File: src/rtl/hamming_dec_engine.sv
// rtl/hamming_dec_engine.sv - SEC-DED Hamming(16,11) block decoder, memory-to-memory
module hamming_dec_engine #(
    parameter int SRC_BASE  = 30,
    parameter int DST_BASE  = 0,
    parameter int NUM_WORDS = 15
) (
    input  logic       clk,
    input  logic       reset,
    input  logic       start,
    output logic       done,
    output logic [7:0] mem_addr,
    input  logic [7:0] mem_rd_data,
    output logic       mem_wr_en,
    output logic [7:0] mem_wr_data
);

    localparam logic [7:0] SRC_B = 8'(SRC_BASE);
    localparam logic [7:0] DST_B = 8'(DST_BASE);
    localparam logic [6:0] LAST  = 7'(NUM_WORDS - 1);

    typedef enum logic [2:0] {
        S_IDLE, S_RD_LO, S_RD_HI, S_DECODE, S_WR_LO, S_WR_HI, S_DONE
    } state_t;

    state_t      state_q, state_d;
    logic [6:0]  idx_q, idx_d;
    logic [7:0]  lo_q, lo_d;
    logic [7:0]  hi_q, hi_d;
    logic [10:0] data_q, data_d;
    logic [1:0]  flags_q, flags_d;
    logic        done_q, done_d;
    logic [7:0]  addr_q, addr_d;
    logic        wr_en_q, wr_en_d;
    logic [7:0]  wr_data_q, wr_data_d;

    logic [15:0] w, wc;
    logic [3:0]  syn;
    logic        par;
    logic [1:0]  flags_c;
    logic [10:0] data_c;
    logic [7:0]  src_off, src_nx_off, dst_off;

    // Syndrome, overall parity, single-bit correction and data extraction
    always_comb begin
        w      = {hi_q, lo_q};
        syn[3] = ^w[15:8];
        syn[2] = ^{w[15:12], w[7:4]};
        syn[1] = ^{w[15], w[14], w[11], w[10], w[7], w[6], w[3], w[2]};
        syn[0] = ^{w[15], w[13], w[11], w[9], w[7], w[5], w[3], w[1]};
        par    = ^w;
        wc     = w;
        if (par) begin
            flags_c = 2'b01;
            // syn==0 means p0 itself flipped; flipping w[0] leaves the data alone
            wc[syn] = ~w[syn];
        end else if (syn != 4'd0) begin
            flags_c = 2'b10;
        end else begin
            flags_c = 2'b00;
        end
        data_c = {wc[15:9], wc[7:5], wc[3]};
    end

    // Byte offsets of the current and following word (8-bit, wrapping)
    always_comb begin
        src_off    = SRC_B + {idx_q, 1'b0};
        src_nx_off = SRC_B + {idx_q + 7'd1, 1'b0};
        dst_off    = DST_B + {idx_q, 1'b0};
    end

    // Next-state logic; memory outputs are precomputed for the state being entered
    always_comb begin
        state_d   = state_q;
        idx_d     = idx_q;
        lo_d      = lo_q;
        hi_d      = hi_q;
        data_d    = data_q;
        flags_d   = flags_q;
        done_d    = done_q;
        addr_d    = 8'd0;
        wr_en_d   = 1'b0;
        wr_data_d = 8'd0;
        case (state_q)
            S_IDLE, S_DONE: begin
                if (start) begin
                    state_d = S_RD_LO;
                    idx_d   = 7'd0;
                    done_d  = 1'b0;
                    addr_d  = SRC_B;
                end
            end
            S_RD_LO: begin
                lo_d    = mem_rd_data;
                state_d = S_RD_HI;
                addr_d  = src_off + 8'd1;
            end
            S_RD_HI: begin
                hi_d    = mem_rd_data;
                state_d = S_DECODE;
            end
            S_DECODE: begin
                data_d    = data_c;
                flags_d   = flags_c;
                state_d   = S_WR_LO;
                addr_d    = dst_off;
                wr_en_d   = 1'b1;
                wr_data_d = data_c[7:0];
            end
            S_WR_LO: begin
                state_d   = S_WR_HI;
                addr_d    = dst_off + 8'd1;
                wr_en_d   = 1'b1;
                wr_data_d = {flags_q, 3'b000, data_q[10:8]};
            end
            S_WR_HI: begin
                if (idx_q == LAST) begin
                    state_d = S_DONE;
                    done_d  = 1'b1;
                end else begin
                    state_d = S_RD_LO;
                    idx_d   = idx_q + 7'd1;
                    addr_d  = src_nx_off;
                end
            end
            default: state_d = S_IDLE;
        endcase
    end

    // State and output registers, cleared asynchronously by reset
    always_ff @(posedge clk or negedge reset) begin
        if (!reset) begin
            state_q   <= S_IDLE;
            idx_q     <= 7'd0;
            lo_q      <= 8'd0;
            hi_q      <= 8'd0;
            data_q    <= 11'd0;
            flags_q   <= 2'b00;
            done_q    <= 1'b0;
            addr_q    <= 8'd0;
            wr_en_q   <= 1'b0;
            wr_data_q <= 8'd0;
        end else begin
            state_q   <= state_d;
            idx_q     <= idx_d;
            lo_q      <= lo_d;
            hi_q      <= hi_d;
            data_q    <= data_d;
            flags_q   <= flags_d;
            done_q    <= done_d;
            addr_q    <= addr_d;
            wr_en_q   <= wr_en_d;
            wr_data_q <= wr_data_d;
        end
    end

    assign done        = done_q;
    assign mem_addr    = addr_q;
    assign mem_wr_en   = wr_en_q;
    assign mem_wr_data = wr_data_q;

endmodule
File: config.mk
export PLATFORM = sky130hd
export DESIGN_NAME = hamming_dec_engine
export DESIGN_NICKNAME = d
export VERILOG_FILES = /design/src/rtl/hamming_dec_engine.sv
export SDC_FILE = /design/constraint.sdc
export NUM_CORES = 1
export LEC_CHECK = 0
export BUFFER_PORTS_ARGS = -buffer_cell sky130_fd_sc_hd__buf_2
export CAP_MARGIN = 20
export CELL_PAD_IN_SITES_DETAIL_PLACEMENT = 2
export CELL_PAD_IN_SITES_GLOBAL_PLACEMENT = 2
export CORE_MARGIN = 2
export CORE_UTILIZATION = 40
export DETAILED_ROUTE_END_ITERATION = 12
export PLACE_DENSITY_LB_ADDON = 0.1
export SLEW_MARGIN = 20
export SYNTH_ARGS = -nofsm -noshare
export SYNTH_HDL_FRONTEND = slang
export SYNTH_SLANG_ARGS = --single-unit
File: constraint.sdc
create_clock -name clk -period 7.05 [get_ports clk]
set_input_delay 1.41 -clock clk [delete_from_list [all_inputs] [get_ports clk]]
set_output_delay 1.41 -clock clk [all_outputs]
set_load 0.005 [all_outputs]
# Yosys cells after proc, flatten, opt, wreduce, memory -nomap -nowiden
# Cells that the tools add are included.
# totals
reg_bits,57
out_inout_bits,18
inputBits,11
elab_cells,63
# classes
n_addsub,5
n_bitwise,1
reduce_logical,13
magnitude_cmp,2
muxes,22
eq_ne,10
# op_table
op,count
8-bit one-hot mux with 5 select lines,1
8-bit XOR reduction,4
3-bit one-hot mux with 6 select lines,1
5-bit by 8-bit adder with 8-bit output (first input constant),2
8-bit by 1-bit adder with 8-bit output (second input constant),2
16-bit bitwise mux,1
16-bit 2-to-1 mux,1
8-bit one-hot mux with 2 select lines,1
16-bit XOR reduction,1
7-bit 2-to-1 mux,2
7-bit one-hot mux with 2 select lines,1
3-bit == test (second input constant),3
8-bit 2-to-1 mux,1
7-bit by 1-bit adder with 7-bit output (second input constant),1
7-bit by 4-bit == test with 1-bit output (second input constant),1
3-bit by 2-bit == test with 1-bit output (second input constant),2
3-bit 2-to-1 mux,2
2-bit inequality test (second input constant),3
3-bit AND reduction,2
4-bit by 5-bit less-than comparator with 1-bit output (second input constant),1
1-bit 2-to-1 mux,5
5-bit 2-to-1 mux,1
1-bit binary-select mux with 4-bit select,1
1-bit demux with 4-bit select,1
other kinds (10),12

# Depth between registers and ports, before layout
# Gate-level depths: netlist of run 1.
# logic_depth
depth_word,8
mapped_depth,10
depth_no_buf,9

# Worst setup path after synthesis of run 1
# OpenSTA, ideal clock, no wires.
# synth_timing
path_kind,register to register
start,reg hi_q[7]
end,"reg wr_data_q[3], in the netlist mem_wr_data[3]"
setup_ps,86
period_less_slack_ps,2308
path_slack_ps,4742
n_path_buf,0
t_arrival_ps,2222
required_time_ps,6964
path_stages_with_launch,8
cell_sequence,dfrtp_1 > xnor2_1 > xnor2_1 > xnor2_1 > mux4_1 > o22ai_2 > nor2_1 > nor3_1
# synth_via
elab_chain_cells,8
word_cells_on_any_way,16
cone_classes,2 x order compare; 7 x mux; 1 x bitwise; 6 x reduce/logical
# synth_rtl
item,line_no,source
from (decl),28,"logic [7:0] hi_q, hi_d;"
from (signal assigned),146,hi_q <= hi_d;
"8-bit XOR reduction, on equally long branches",n/a,
4-bit by 5-bit less-than comparator with 1-bit output (implied by the code) or 4-bit by 1-bit >= comparator with 1-bit output (tied branches),55,wc[syn] = ~w[syn];
1-bit logical AND (implied by the code),55,
1-bit 2-to-1 mux (implied by the code),55,
1-bit demux with 4-bit select,55,
16-bit bitwise mux,55,
16-bit 2-to-1 mux *,52,if (par) begin
8-bit one-hot mux with 2 select lines *,83,case (state_q)
via wr_data_d[3],34,"logic [7:0] wr_data_q, wr_data_d;"
to (signal assigned),152,wr_data_q <= wr_data_d;
to (decl),34,
# The timed path passes the listed nets; every way through them passes the cells marked *. The select of a mux whose other input is x is not followed.
# A chain may end at the register's enable or synchronous reset.

# Final worst setup path of run 1
# layout_timing
start,reg lo_q[6]
end,reg data_q[8]
# layout_via
elab_chain_cells,7
word_cells_on_any_way,13
cone_classes,2 x order compare; 6 x mux; 1 x bitwise; 4 x reduce/logical
# layout_rtl
item,line_no,source
from (decl),27,"logic [7:0] lo_q, lo_d;"
from (signal assigned),145,lo_q <= lo_d;
"8-bit XOR reduction, on equally long branches","48, 47",
4-bit by 5-bit less-than comparator with 1-bit output (implied by the code) or 4-bit by 1-bit >= comparator with 1-bit output (tied branches),55,
1-bit logical AND (implied by the code),55,
1-bit 2-to-1 mux (implied by the code),55,
1-bit demux with 4-bit select,55,
16-bit bitwise mux,55,
16-bit 2-to-1 mux *,52,
to (signal assigned),147,data_q <= data_d;
to (decl),29,"logic [10:0] data_q, data_d;"
# Every way passes the cells marked *; elsewhere a longest branch is shown, timed or not. The select of a mux whose other input is x is not followed.

==> impl_metrics.json, run 1 <==
{
  "status": "finished clean",
  "die_w_um": 91.6,
  "grt_max_degree": 50,
  "routed_wl_um": 9450,
  "synthFlopType": "dfrtp_1",
  "postCtsHoldBufs": 0,
  "nets": 379,
  "syn-instance-count": 346,
  "detail_route.first_pass.iterations": 4,
  "vias_per_cell": 5.84,
  "tritoncts": "yes",
  "place_congestion": 0.889,
  "hp-start": "data_q[8]$_DFFE_PN0P_",
  "critical-path-top-delay-family": "compound AO/OA/AOI/OAI gates",
  "fin_crit_ns": 3.02,
  "rsz0062_at_grt": "no",
  "holdPathEnd": "mem_wr_data[0]$_DFF_PN0_",
  "crit_arrival_ns": 3.24,
  "cp-end-kind": "register",
  "crit_path_max_fanout": 12,
  "worstMarginPinSlew_ns": 0.981,
  "die_area_um2": 8390,
  "seq_area_frac_synth_pct": 40.0,
  "path_common_cell": "xnor2_1",
  "most-common-layout-cells": "65 x nand2_1, 49 x dfrtp_1, 28 x buf_2",
  "routedWlPerCell_um": 20.3,
  "yosysWarningCount": 0,
  "slowest_stage": "xnor2_1",
  "hold_path_class": "reg -> reg",
  "route.detailed.drc": 0,
  "grt.total_usage_pct": 23.9,
  "grt_pass1_vias": 2889,
  "final.period_utilization_pct": 42.9,
  "fp.coreArea_um2": 7330,
  "cts-root-buf": "clkbuf_8",
  "r2r-start": "lo_q[6]$_DFFE_PN0P_",
  "worstPathRequired_ns": 7.27,
  "grt_pass1_wl_um": 15800,
  "clk_path_buf_depth": 2,
  "setup-violations-final": 0,
  "worst_clock_skew_ns": 0.00872,
  "ys_types": 49,
  "syn_avg_cell_area_um2": 8.87,
  "fin_setup_tns_ns": 0,
  "syn-cell-area_um2": 3070,
  "drive_above_1_share_pct": 15.0,
  "cts_made_buffers": 5,
  "antenna_found_initial": 0,
  "whs_path_depth": 2,
  "postCtsSetupRepairBufs": 0,
  "crit_path_max_incr_delay_ns": 0.79,
  "reg2regPathDepth": 7,
  "cts.sinks": 49,
  "syn-num-nets": 360,
  "synthArstFlopShare_pct": 100,
  "r2r_slack_ns": 4.03,
  "final_common_cell": "nand2_1",
  "dp_hpwl_um": 6990,
  "cp-start-kind": "register",
  "slew_violations": 0,
  "r2r-end": "data_q[8]$_DFFE_PN0P_",
  "io_buffers": 28,
  "synth_edf_count": 0,
  "rows": 31,
  "first_iter_violations": 149,
  "post_cts_resized": 0,
  "num_vias": 2715,
  "pin_count": 29,
  "path_clk_slew_ns": 0.10,
  "die_h_um": 91.6,
  "ant_nets": 0,
  "hold_viol": 0,
  "num_antenna_cells": 0,
  "area_growth_pct": 9.75,
  "critical_path_class": "reg -> reg",
  "overflow": 0,
  "synth-seq-cells": 49,
  "h-tree-depth": 2,
  "path_cells": "xnor2_1 > xnor2_1 > nand2_1 > o22ai_1 > a211o_1 > o21ai_0 > a41oi_1",
  "fmax_ghz": 0.331,
  "insertion_delay_ns": 0.31,
  "initial_core_util_pct": 41.9,
  "slew_headroom_pct": 34.1,
  "critPathBufInv": 0,
  "maxCapViolations": 0
}
[synthesized netlist by cell type, types with 6 or more instances]
cell	instances	area (µm²)
clkbuf_1	18	67.6
a21oi_1	19	95.1
mux2_2	7	78.8
xnor2_1	21	184
o21ai_0	26	130
nand2_1	65	244
nand3_1	15	75.1
o22ai_1	6	37.5
inv_1	7	26.3
xor2_1	8	70.1
and2_1	6	37.5
dfrtp_1	49	1230
xor2_2	6	97.6
nor2_1	22	82.6
[per-stage QoR]
stage / utilization, % / cells / hold WS (ns) / setup WS [ns] / cell area [µm²]
after floorplan: - / 346 / 0.450 / 4.74 / 3070
after global placement: 44.7 / 457 / 0.470 / 4.23 / 3280
after detailed placement: 44.7 / 457 / 0.495 / 4.03 / 3280
after CTS: 45.9 / 465 / 0.519 / 4.02 / 3370
after global routing: 45.9 / 465 / 0.559 / 3.73 / 3370
final: 45.9 / 465 / 0.522 / 4.03 / 3370
[worst max path at each step]
stage	from	end	slack, ns	cells after the start
after detailed placement	lo_q[6]$_DFFE_PN0P_	mem_wr_data[7]$_DFF_PN0_	4.03	7
after floorplan	hi_q[7]$_DFFE_PN0P_	mem_wr_data[3]$_DFF_PN0_	4.74	7
after CTS	lo_q[6]$_DFFE_PN0P_	data_q[8]$_DFFE_PN0P_	4.02	7
after global routing	lo_q[6]$_DFFE_PN0P_	mem_wr_data[7]$_DFF_PN0_	3.73	7
after global placement	lo_q[5]$_DFFE_PN0P_	data_q[8]$_DFFE_PN0P_	4.23	7
final	lo_q[6]$_DFFE_PN0P_	data_q[8]$_DFFE_PN0P_	4.03	7
[worst min-delay path: stages (launching register included)]
cell,delay [ns]
dfrtp_1,0.36
nand2_1,0.05
o21ai_1,0.08
[state kept, by name, indices dropped and copies added, names as in the netlist]
register,count
data_q,3
done,1
flags_q,2
hi_q,8
idx_q,7
lo_q,8
mem_addr,8
mem_wr_data,8
mem_wr_en,1
state_q,3
[area by class of cell]
cell class | instances | area (µm²)
Clock inverter | 2 | 15.0
Fill cell | 817 | 3960
Inverter | 8 | 30.0
Tap cell | 99 | 124
Clock buffer | 6 | 72.6
Sequential cell | 49 | 1230
Multi-Input combinational cell | 271 | 1740
Timing Repair Buffer | 30 | 155
[routing by layer]
metal  track usage, %  wire length [µm]
met1             35.1              4580
met2             37.6              4530
met3             3.32               259
met4             4.80                88
met5                0                 0
[cell families after synthesis]
group / synth area share (%)
adder cells (fa/ha/maj): 1.22
flip-flops: 40.0
buffers and inverters: 3.18
XOR/XNOR: 11.5
AO/OA/AOI/OAI: 19.3
multiplexers: 6.65
AND/OR/NAND/NOR: 18.2
Power of run 1 is left out: the tool's default activity adds up to more than one toggle a clock period on the data nets, which glitch-free logic cannot reach.
==> inputs of run 2 (changes only) <==
--- a/config.mk
+++ b/config.mk
@@ -5,12 +5,13 @@
 export SDC_FILE = /design/constraint.sdc
 export NUM_CORES = 1
 export LEC_CHECK = 0
+export ABC_AREA = 1
 export BUFFER_PORTS_ARGS = -buffer_cell sky130_fd_sc_hd__buf_2
 export CAP_MARGIN = 20
 export CELL_PAD_IN_SITES_DETAIL_PLACEMENT = 2
 export CELL_PAD_IN_SITES_GLOBAL_PLACEMENT = 2
 export CORE_MARGIN = 2
-export CORE_UTILIZATION = 40
+export CORE_UTILIZATION = 31
 export DETAILED_ROUTE_END_ITERATION = 12
 export PLACE_DENSITY_LB_ADDON = 0.1
 export SLEW_MARGIN = 20
==> constraint.sdc (replaced) <==
create_clock -name clk -period 2.7 [get_ports clk]
set_input_delay 0.54 -clock clk [delete_from_list [all_inputs] [get_ports clk]]
set_output_delay 0.54 -clock clk [all_outputs]
set_load 0.005 [all_outputs]
==> run 2 against run 1 <==
Net effect:
- maximum frequency rose by 29%
- setup slack got worse by 3.7 ns
- cell area up 2.0%
- count of clock-buffer cells in the layout did not move
- via count is 3.5% higher
- clock skew fell by 0.0021 ns
- die area rose by 26%
- critical path type unchanged
- sequential share of layout area is 0.73 points lower
==> impl_metrics.json, run 2 <==
{
  "syn-num-nets": 424,
  "yosys.area.top_type_share_pct": 40.6,
  "dp_cells": 571,
  "synthArstFlopShare_pct": 100,
  "ant_nets": 0,
  "setup-violations-final": 0,
  "seq_area_frac_synth_pct": 40.6,
  "hold_viol": 0,
  "critPathBufInv": 3,
  "postCtsSetupRepairBufs": 0,
  "cts-root-buf": "clkbuf_8",
  "die_h_um": 103,
  "reg2regPathDepth": 9,
  "worstMarginPinSlew_ns": 0.670,
  "first_iter_violations": 67,
  "routed_wl_um": 9780,
  "grt_pass1_wl_um": 16200,
  "overflow": 0,
  "vias_per_cell": 4.85,
  "path_cells": "clkinv_1 > ha_1 > nand4_1 > nand2_1 > inv_2 > nor4_1 > inv_2 > nand2_1 > o22ai_1",
  "stdcell_count": 579,
  "critical_path_class": "reg -> reg",
  "r2r-start": "idx_q[0]$_DFFE_PN0P_",
  "utilization_pct": 35.8,
  "grt_max_degree": 21,
  "synth-seq-cells": 49,
  "io_buffers": 28,
  "slew_violations": 0,
  "num_vias": 2811,
  "syn_avg_cell_area_um2": 7.36,
  "rsz0062_at_grt": "no",
  "crit_arrival_ns": 2.51,
  "ys_types": 36,
  "fin_crit_ns": 2.34,
  "clk_path_buf_depth": 2,
  "syn-cell-area_um2": 3020,
  "dp_hpwl_um": 7550,
  "die_area_um2": 10500,
  "antenna_found_initial": 0,
  "fin_setup_tns_ns": 0,
  "worst_clock_skew_ns": 0.00661,
  "final_area_um2": 3440,
  "grt.total_usage_pct": 20.4,
  "cts.sinks": 49,
  "cp-end-kind": "register",
  "yosysWarningCount": 0,
  "tritoncts": "yes",
  "route.detailed.drc": 0,
  "final_common_cell": "nand2_1",
  "synth_top_cell_by_area": "dfrtp_1",
  "hold_path_class": "in -> async",
  "detail_route.first_pass.iterations": 4,
  "synth_edf_count": 0,
  "slowest_stage": "dfrtp_1",
  "routedWlPerCell_um": 16.9,
  "slew_headroom_pct": 55.2,
  "die_w_um": 103,
  "crit_path_max_fanout": 9,
  "grt_pass1_vias": 3094,
  "rows": 36,
  "worstPathRequired_ns": 2.88,
  "place_congestion": 0.822,
  "final.period_utilization_pct": 86.5,
  "crit_path_max_incr_delay_ns": 0.46,
  "initial_core_util_pct": 31.5,
  "cp-start-kind": "register",
  "status": "finished clean",
  "maxCapViolations": 0,
  "yosysMostFrequentCell": "nand2_1",
  "area_growth_pct": 13.8,
  "num_antenna_cells": 0,
  "path_clk_slew_ns": 0.10,
  "syn-instance-count": 410,
  "fmax_ghz": 0.428,
  "postCtsHoldBufs": 0,
  "fp.coreArea_um2": 9590,
  "insertion_delay_ns": 0.31,
  "ys_top_cells_by_area": "dfrtp_1 41%, nand2_1 18%, nor2_1 6.1%",
  "nets": 459,
  "most-common-layout-cells": "143 x nand2_1, 49 x nor2_1, 49 x dfrtp_1",
  "post_cts_resized": 0,
  "synth_common_cells": "143 x nand2_1, 49 x dfrtp_1, 49 x nor2_1",
  "dpl-instance-area_um2": 3350,
  "synthFlopType": "dfrtp_1",
  "r2r_slack_ns": 0.36,
  "h-tree-depth": 2,
  "critPathLaunch": "idx_q[0]$_DFFE_PN0P_",
  "cts_made_buffers": 5,
  "critical-path-top-delay-family": "simple AND/OR/NAND/NOR gates",
  "pin_count": 29,
  "drive_above_1_share_pct": 13.5,
  "worstSetupPathDepth": 9
}
## run 2: per-stage QoR
| stage | setup slack, ns | hold slack (ns) |
|---|---|---|
| floorplan | 0.762 | 0.244 |
| finish | 0.365 | 0.159 |
| global route | 0.0599 | 0.178 |
| detailed placement | 0.363 | 0.477 |
| global placement | 0.416 | 0.470 |
| CTS | 0.323 | 0.166 |
## run 2: worst paths after layout
path                                             to
max                            idx_q[2]$_DFFE_PN0P_
min                        mem_wr_data[4]$_DFF_PN0_
max reg2reg                    idx_q[2]$_DFFE_PN0P_
min reg2reg                  state_q[0]$_DFFE_PN0P_
max in group asynchronous      idx_q[4]$_DFFE_PN0P_
min in group clk                lo_q[5]$_DFFE_PN0P_
## run 2: layer usage
metal | global-route usage, % | part of all wire (%) | up-vias
li1 | - | - | 1374
met1 | 27.2 | 47 | 1407
met2 | 35.8 | 51 | 24
met3 | 2.51 | 1.7 | 6
met4 | 3.38 | 0.74 | 0
met5 | 0 | 0 | -
## run 2: logic make-up after synthesis
kind of cell             share of synthesized area, %
AND/OR/NAND/NOR                                  30.3
AO/OA/AOI/OAI                                    10.9
buffers and inverters                            5.59
XOR/XNOR                                         11.3
flip-flops                                       40.6
adder cells (fa/ha/maj)                          1.24
## run 2: layout make-up
cell class / count / area (µm²)
flip-flops and latches: 49 / 1230
fillers: 1181 / 6160
clock buffers: 6 / 72.6
clock inverters: 2 / 15.0
repair buffers: 35 / 193
multi-input cells: 317 / 1620
well taps: 133 / 166
inverters: 37 / 139
Power of run 2 is left out for the same reason.
==> inputs of run 3 (changes only) <==
--- a/config.mk
+++ b/config.mk
@@ -13,7 +13,7 @@
 export CORE_MARGIN = 2
 export CORE_UTILIZATION = 31
 export DETAILED_ROUTE_END_ITERATION = 12
-export PLACE_DENSITY_LB_ADDON = 0.1
+export PLACE_DENSITY_LB_ADDON = 0.05
 export SLEW_MARGIN = 20
 export SYNTH_ARGS = -nofsm -noshare
 export SYNTH_HDL_FRONTEND = slang
==> run 3 against run 2 <==
Net effect:
- first-iteration DRC count fell by 6.0%
- die area did not move
- highest routed layer unchanged
- sequential share of layout area fell by 0.17 points
- maximum frequency rose by 1.8%
- critical endpoint is now mem_wr_data[1]$_DFF_PN0_
- flip-flop and latch count did not move
==> impl_metrics.json, run 3 (same netlist as run 2, synthesis figures left out) <==
{
  "r2r-end": "mem_wr_data[1]$_DFF_PN0_",
  "slew_headroom_pct": 55.2,
  "antenna_found_initial": 0,
  "dp_hpwl_um": 7270,
  "first_iter_violations": 63,
  "fin_crit_ns": 2.29,
  "tritoncts": "yes",
  "h-tree-depth": 2,
  "cp-end-kind": "register",
  "io_buffers": 28,
  "die_w_um": 103,
  "setup-violations-final": 0,
  "slowest_stage": "dfrtp_1",
  "cp-start-kind": "register",
  "nets": 458,
  "crit_path_max_incr_delay_ns": 0.52,
  "reg2regPathDepth": 12,
  "cts.sinks": 49,
  "cts_made_buffers": 5,
  "crit_arrival_ns": 2.55,
  "fmax_ghz": 0.436,
  "most-common-layout-cells": "143 x nand2_1, 49 x nor2_1, 49 x dfrtp_1",
  "vias_per_cell": 4.80,
  "fp.coreArea_um2": 9590,
  "die_h_um": 103,
  "critical_path_class": "reg -> reg",
  "drive_above_1_share_pct": 13.3,
  "hold_path_class": "in -> async",
  "r2r-start": "hi_q[7]$_DFFE_PN0P_",
  "slew_violations": 0,
  "area_growth_pct": 14.3,
  "hold_viol": 0,
  "post_cts_resized": 0,
  "initial_core_util_pct": 31.5,
  "pin_count": 29,
  "routedWlPerCell_um": 16.1,
  "worstMarginPinSlew_ns": 0.671,
  "postCtsSetupRepairBufs": 0,
  "num_vias": 2777,
  "grt_pass1_vias": 2983,
  "maxCapViolations": 0,
  "insertion_delay_ns": 0.31,
  "path_clk_slew_ns": 0.10,
  "worst_clock_skew_ns": 0.00398,
  "die_area_um2": 10500,
  "final_common_cell": "nand2_1",
  "overflow": 0,
  "path_common_cell": "nand2_1",
  "route.detailed.drc": 0,
  "num_antenna_cells": 0,
  "clk_path_buf_depth": 2,
  "critPathLaunch": "hi_q[7]$_DFFE_PN0P_",
  "grt_max_degree": 29,
  "final.period_utilization_pct": 85.0,
  "grt.total_usage_pct": 19.6,
  "crit_path_max_fanout": 6,
  "grt_pass1_wl_um": 15800,
  "status": "finished clean",
  "path_cells": "xnor2_2 > nand2b_1 > nand2_1 > inv_1 > nand2_1 > nand2_1 > nand2_1 > nor2_1 > nor2_1 > nor2_1 > nand2_1 > nand2_1",
  "ant_nets": 0,
  "routed_wl_um": 9310,
  "r2r_slack_ns": 0.41,
  "postCtsHoldBufs": 0,
  "rows": 36,
  "detail_route.first_pass.iterations": 4,
  "cts-root-buf": "clkbuf_8",
  "worstPathRequired_ns": 2.96,
  "place_congestion": 0.811,
  "rsz0062_at_grt": "no",
  "fin_setup_tns_ns": 0
}
[run 3: cell count changes in the layout (fill, tap and decap cells not counted)]
cell and delta:
buf_4 -1, clkinvlp_4 -2, clkinv_4 +1, bufinv_16 +1
[run 3: critical path: cells and delay by family, from the launching register on]
family / cells / cell delay (ns)
AND/OR/NAND/NOR: 10 / 1.24
flip-flops: 1 / 0.52
XOR/XNOR: 1 / 0.41
buffers and inverters: 1 / 0.08
[run 3: how the worst max path moves through the flow]
| stage | end | slack, ns |
|---|---|---|
| floorplan | idx_q[3]$_DFFE_PN0P_ | 0.76 |
| global placement | mem_wr_data[1]$_DFF_PN0_ | 0.37 |
| detailed placement | mem_wr_data[1]$_DFF_PN0_ | 0.40 |
| CTS | mem_wr_data[1]$_DFF_PN0_ | 0.36 |
| global route | mem_wr_data[2]$_DFF_PN0_ | 0.08 |
| finish | mem_wr_data[1]$_DFF_PN0_ | 0.41 |
[run 3: per-stage QoR]
step                setup slack, ns  cells  instance area [µm²]  hold slack [ns]  utilization [%]
global route                 0.0812    578                 3450            0.215             36.0
detailed placement            0.403    570                 3340            0.468             34.8
CTS                           0.364    578                 3450            0.207             36.0
finish                        0.405    578                 3450            0.208             36.0
floorplan                     0.762    410                 3020            0.244                -
global placement              0.375    570                 3340            0.468             34.8
[run 3: area by class of cell]
| type | instances | area [µm²] |
|---|---|---|
| inverters | 37 | 139 |
| clock buffers | 6 | 72.6 |
| flip-flops and latches | 49 | 1230 |
| fillers | 1134 | 6140 |
| clock inverters | 2 | 38.8 |
| well taps | 133 | 166 |
| multi-input cells | 317 | 1620 |
| repair buffers | 34 | 185 |
[run 3: metal layers]
metal	GRT usage [%]	vias up	wire [µm]
li1	-	1372	-
met1	26.7	1367	4470
met2	33.3	29	4500
met3	2.85	9	250
met4	4.00	0	86
met5	0	-	0
Power of run 3 is left out for the same reason.
